**src/rtl/split_runs.sv**
```systemverilog
// Run distributor for the BWT merge-sort stage: moves rows from one FWFT input FIFO
// into the left/right merge FIFOs in alternating runs of run_len rows.
module split_runs #(
    parameter int COLUMN  = 3,
    parameter int CNT_LEN = 4
) (
    input  logic                   clk,
    input  logic                   rst,
    input  logic                   start,
    input  logic [CNT_LEN-1:0]     run_len,
    input  logic [CNT_LEN-1:0]     num_rows,
    input  logic                   empty_FIFO_IN,
    input  logic [COLUMN-1:0][7:0] array_in,
    input  logic                   full_FIFO_L,
    input  logic                   full_FIFO_R,
    output logic                   rd_fifo_in,
    output logic [COLUMN-1:0][7:0] array_out,
    output logic                   wr_fifo_L,
    output logic                   wr_fifo_R,
    output logic                   busy,
    output logic                   done
);

    localparam logic [1:0] S_IDLE    = 2'd0;
    localparam logic [1:0] S_ROUTE_L = 2'd1;
    localparam logic [1:0] S_ROUTE_R = 2'd2;
    localparam logic [1:0] S_DONE    = 2'd3;

    localparam logic [CNT_LEN-1:0] CNT_ZERO = {CNT_LEN{1'b0}};
    localparam logic [CNT_LEN-1:0] CNT_ONE  = {{(CNT_LEN-1){1'b0}}, 1'b1};

    logic [1:0]         state_q,    state_d;
    logic [CNT_LEN-1:0] run_len_q,  run_len_d;
    logic [CNT_LEN-1:0] num_rows_q, num_rows_d;
    logic [CNT_LEN-1:0] run_cnt_q,  run_cnt_d;
    logic [CNT_LEN-1:0] row_cnt_q,  row_cnt_d;

    logic routing_s;
    logic side_full_s;
    logic xfer_s;

    // Transfer qualification: only the full flag of the side being filled matters.
    always_comb begin
        routing_s   = (state_q == S_ROUTE_L) || (state_q == S_ROUTE_R);
        if (state_q == S_ROUTE_R) begin
            side_full_s = full_FIFO_R;
        end else begin
            side_full_s = full_FIFO_L;
        end
        xfer_s      = routing_s && !empty_FIFO_IN && !side_full_s;
    end

    // Strobes and data are combinational so a row moves in the cycle its flags allow it.
    always_comb begin
        rd_fifo_in = xfer_s;
        wr_fifo_L  = xfer_s && (state_q == S_ROUTE_L);
        wr_fifo_R  = xfer_s && (state_q == S_ROUTE_R);
        if (xfer_s) begin
            array_out = array_in;
        end else begin
            array_out = '0;
        end
        busy = (state_q != S_IDLE);
        done = (state_q == S_DONE);
    end

    // Next-state and counter logic.
    always_comb begin
        state_d    = state_q;
        run_len_d  = run_len_q;
        num_rows_d = num_rows_q;
        run_cnt_d  = run_cnt_q;
        row_cnt_d  = row_cnt_q;
        case (state_q)
            S_IDLE: begin
                if (start && (run_len != CNT_ZERO) && (num_rows != CNT_ZERO)) begin
                    run_len_d  = run_len;
                    num_rows_d = num_rows;
                    run_cnt_d  = CNT_ZERO;
                    row_cnt_d  = CNT_ZERO;
                    state_d    = S_ROUTE_L;
                end else begin
                    state_d    = S_IDLE;
                end
            end
            S_ROUTE_L, S_ROUTE_R: begin
                if (!xfer_s) begin
                    state_d = state_q;
                end else if (row_cnt_q == (num_rows_q - CNT_ONE)) begin
                    // The last row ends the pass even in the middle of a run.
                    run_cnt_d = CNT_ZERO;
                    row_cnt_d = CNT_ZERO;
                    state_d   = S_DONE;
                end else if (run_cnt_q == (run_len_q - CNT_ONE)) begin
                    run_cnt_d = CNT_ZERO;
                    row_cnt_d = row_cnt_q + CNT_ONE;
                    if (state_q == S_ROUTE_L) begin
                        state_d = S_ROUTE_R;
                    end else begin
                        state_d = S_ROUTE_L;
                    end
                end else begin
                    run_cnt_d = run_cnt_q + CNT_ONE;
                    row_cnt_d = row_cnt_q + CNT_ONE;
                end
            end
            S_DONE: begin
                state_d = S_IDLE;
            end
            default: begin
                state_d = S_IDLE;
            end
        endcase
    end

    // State and counter registers.
    always_ff @(posedge clk or negedge rst) begin
        if (!rst) begin
            state_q    <= S_IDLE;
            run_len_q  <= CNT_ZERO;
            num_rows_q <= CNT_ZERO;
            run_cnt_q  <= CNT_ZERO;
            row_cnt_q  <= CNT_ZERO;
        end else begin
            state_q    <= state_d;
            run_len_q  <= run_len_d;
            num_rows_q <= num_rows_d;
            run_cnt_q  <= run_cnt_d;
            row_cnt_q  <= row_cnt_d;
        end
    end

endmodule

```
**config.mk**
```make
export PLATFORM = sky130hd
export DESIGN_NAME = split_runs
export DESIGN_NICKNAME = d
export VERILOG_FILES = /design/src/rtl/split_runs.sv
export SDC_FILE = /design/constraint.sdc
export NUM_CORES = 1
export LEC_CHECK = 0
export BUFFER_PORTS_ARGS = -buffer_cell sky130_fd_sc_hd__buf_4
export CELL_PAD_IN_SITES_DETAIL_PLACEMENT = 1
export CELL_PAD_IN_SITES_GLOBAL_PLACEMENT = 1
export CORE_AREA = 10 10 70 84
export CTS_CLUSTER_DIAMETER = 100
export DETAILED_ROUTE_END_ITERATION = 16
export DIE_AREA = 0 0 80 94
export PLACE_DENSITY_LB_ADDON = 0.1
export SLEW_MARGIN = 5
export SYNTH_ARGS = -nofsm -noshare
export SYNTH_HDL_FRONTEND = slang
export SYNTH_SLANG_ARGS = --single-unit
```
**constraint.sdc**
```tcl
create_clock -name clk -period 2.7 [get_ports clk]
set_clock_uncertainty 0.15 [all_clocks]
set_input_delay 0.405 -clock clk [delete_from_list [all_inputs] [get_ports clk]]
set_output_delay 0.405 -clock clk [all_outputs]
set_load 0.005 [all_outputs]
```
==> metrics.txt <==
largest net degree at the start of global routing=19; Layout fillers=496; Num CTS Buffers=3; ys async rst share=1.00; final hold vios=0; critical path class=register to output port; CP max FO=4; Post-synth EDFFs=0; post-synth top area cell=dfrtp_1; PortBufs=between 60 and 70; setup_tns=0 ps; share of layout cells above drive strength 1=0.470; GR peak layer=met2; largest cells by area after synthesis=dfrtp_1, and2_1, ha_1; Vias/cell=4.85; Worst Hold End=num_rows_q[2]; die area=0.00752 sq mm; CTS tree=yes; Layout area overhead=53.5%; Worst Tran Pin Value=452 ps; cell area after synthesis=between 0.001 and 0.0015 sq mm; Die X=80 um; Longest Clk Path Bufs=2; clock slew at reported path FFs=70 ps; WP data required=roughly 2100 ps; post-DP HPWL=3.60 mm; Hold Path Cell Cnt=2; Sink Count=18; Pwr Density=~1000 mW/mm^2; Total Routing Usage GR=0.117; final wirelength=4.37 mm; Core Util, Final=0.493; Pins Over Slew Limit=0; Post-Syn Instances=139; DRT antenna net count=0; Slew Limit Headroom=0.696; H-tree depth=1; total core area=roughly 0.0042 sq mm; footprint of the multi-input gates=883 sq um; maximum vdd drop=0.497 mV; I/O Pins=67; layout net count=265; DR pass1 iterations=4; HP Start=num_rows[2]; initial DRC count=12; first-pass GRT wire length=7.12 mm; Rows=26; die height=94 um; Static Leak=1.02 nW; worst reg2reg endpoint=run_cnt_q[2]; Avg Cell Area, Syn=between 9 and 10 sq um; post-synthesis net count=around 190; max_cap viols=0; Hold Path Class=input pin to register; CP Launch Type=register; initial antenna violation count=0; Yosys reg bits=18; met1 Use GR=0.134; status=complete, no violations; warnings from Yosys=0; number of global-route vias before repair=1443; DRC=0; Avg WL per Cell=between 15 and 20 um; reg2reg path depth=8; antenna cells=0; FMAX=0.384 GHz; Final period util=0.965; register area=450 sq um; Final setup viols=0; Initial Utilization=0.321; Reg-to-Reg Start=state_q[0]; routability cong.=0.829; Main synth FF type=dfrtp_1; met3 GRT Util=0.0450; register area share after synthesis=0.332; post-synth top area share=0.332; gr ovfl total=0; Arr. time, crit path=roughly 2100 ps; Netlist cell types=39; reg2reg setup slack=roughly 300 ps; M2 GR Usage=0.198; CP Capture Type=output port; minimum clock period=2600 ps; Vias=between 1000 and 1500; root buf cell=clkbuf_8; Clock Latency Late Sink=260 ps
## worst max-delay path by stage
stage                    start            end  slack, ps  cells past startpoint
finish              state_q[0]  array_out[22]        100                      8
global route        state_q[0]  array_out[15]        -20                      8
CTS                 state_q[1]  array_out[11]         20                      8
detailed placement  state_q[0]  array_out[16]        100                      7
global placement    state_q[0]  array_out[21]        260                      7
floorplan           state_q[0]  array_out[10]        270                      8
## cell type report
type	count	share of cell area
Clock buffer	4	0.0264
Inverter	10	0.0192
Multi-Input combinational cell	108	0.424
Sequential cell	18	0.216
Tap cell	56	0.0336
Timing Repair inverter	1	0.00360
Timing Repair Buffer	76	0.277
## kinds of logic (layout without fill, tap and decap cells)
family | Yosys count | count (layout) | synth area share
flops | 18 | 18 | 0.332
mux | 10 | 10 | 0.0857
simple gates | 56 | 56 | 0.255
buf+inv | 13 | 91 | 0.0424
compound gates | 22 | 22 | 0.121
fa+ha+maj | 9 | 9 | 0.0830
xor+xnor | 11 | 11 | 0.0811
## worst max-delay path, stage by stage (launching register included)
cell        delay, ps
dfrtp_1           390
inv_2              90
ha_4              150
mux2_4            290
or3_4             410
clkinvlp_4        110
buf_4             120
and2_1            120
buf_4             110
## repair_timing
item	in CTS	in global routing
endpoints found under the hold margin	18	0
setup endpoints to repair	27	13
hold buffers	1	0
gates cloned	1	0
buffers inserted	5	3
pin swaps	0	1
resized for setup	7	5
## registers in the layout (all words and copies together) (netlist names)
signal      count
run_len_q       4
row_cnt_q       4
num_rows_q      4
run_cnt_q       4
state_q         2
## layer usage
| layer | part of all wire | up-vias |
|---|---|---|
| met5 | 0 | - |
| met4 | 0.011 | 0 |
| met3 | 0.10 | 6 |
| met2 | 0.45 | 70 |
| met1 | 0.43 | 610 |
| li1 | - | 637 |
## synth_stat cells, types with 2 or more instances
| cell type | instances |
|---|---|
| a21oi_1 | 5 |
| a31oi_1 | 2 |
| and2_1 | 27 |
| dfrtp_1 | 18 |
| ha_1 | 9 |
| inv_1 | 9 |
| mux2_2 | 8 |
| nand2_1 | 7 |
| nand3_1 | 4 |
| nor2_1 | 4 |
| nor3_1 | 3 |
| o21ai_1 | 6 |
| or4_1 | 3 |
| xnor2_1 | 8 |
| xor2_1 | 2 |
## layout by cell type, fill, tap and decap left out, drive strengths merged
cell         instances
a21oi                5
or4                  3
nor2b                1
a22oi                1
xnor2                8
a31oi                2
nand3b               1
or3                  1
ha                   9
buf                 75
o311ai               1
o21ai                7
o31ai                1
nand4                1
dlygate4sd3          1
nor4                 1
nor4b                1
clkinvlp             1
dfrtp               18
nand3                4
clkbuf               4
mux2                10
a21o                 1
a22o                 2
or2                  1
xnor3                1
nand2                7
inv                 10
and2                27
nor2                 4
a211oi               1
xor2                 2
o2bb2ai              1
nor3                 4
## per-stage QoR
stage | power, W | hold slack (ps) | instances | worst slack [ps] | area, sq um
final | 0.00210 | 229 | 273 | 95.2 | 2080
after CTS | 0.00211 | 224 | 270 | 17.0 | 2050
after global placement | 0.00172 | 138 | 259 | 259 | 1910
after global routing | 0.00232 | 225 | 273 | -20.3 | 2080
after detailed placement | 0.00178 | 143 | 259 | 98.0 | 1910
after floorplan | 0.00140 | -40.6 | 139 | 271 | 1360
## report_power, final
group          switching, W  total [W]  internal (W)  leakage (nW)
Combinational      0.000666    0.00135      0.000687         0.770
Clock             0.0000963   0.000226      0.000130        0.0288
Sequential         0.000127   0.000521      0.000394         0.217
No activity file was read; power rests on OpenSTA's default activity.
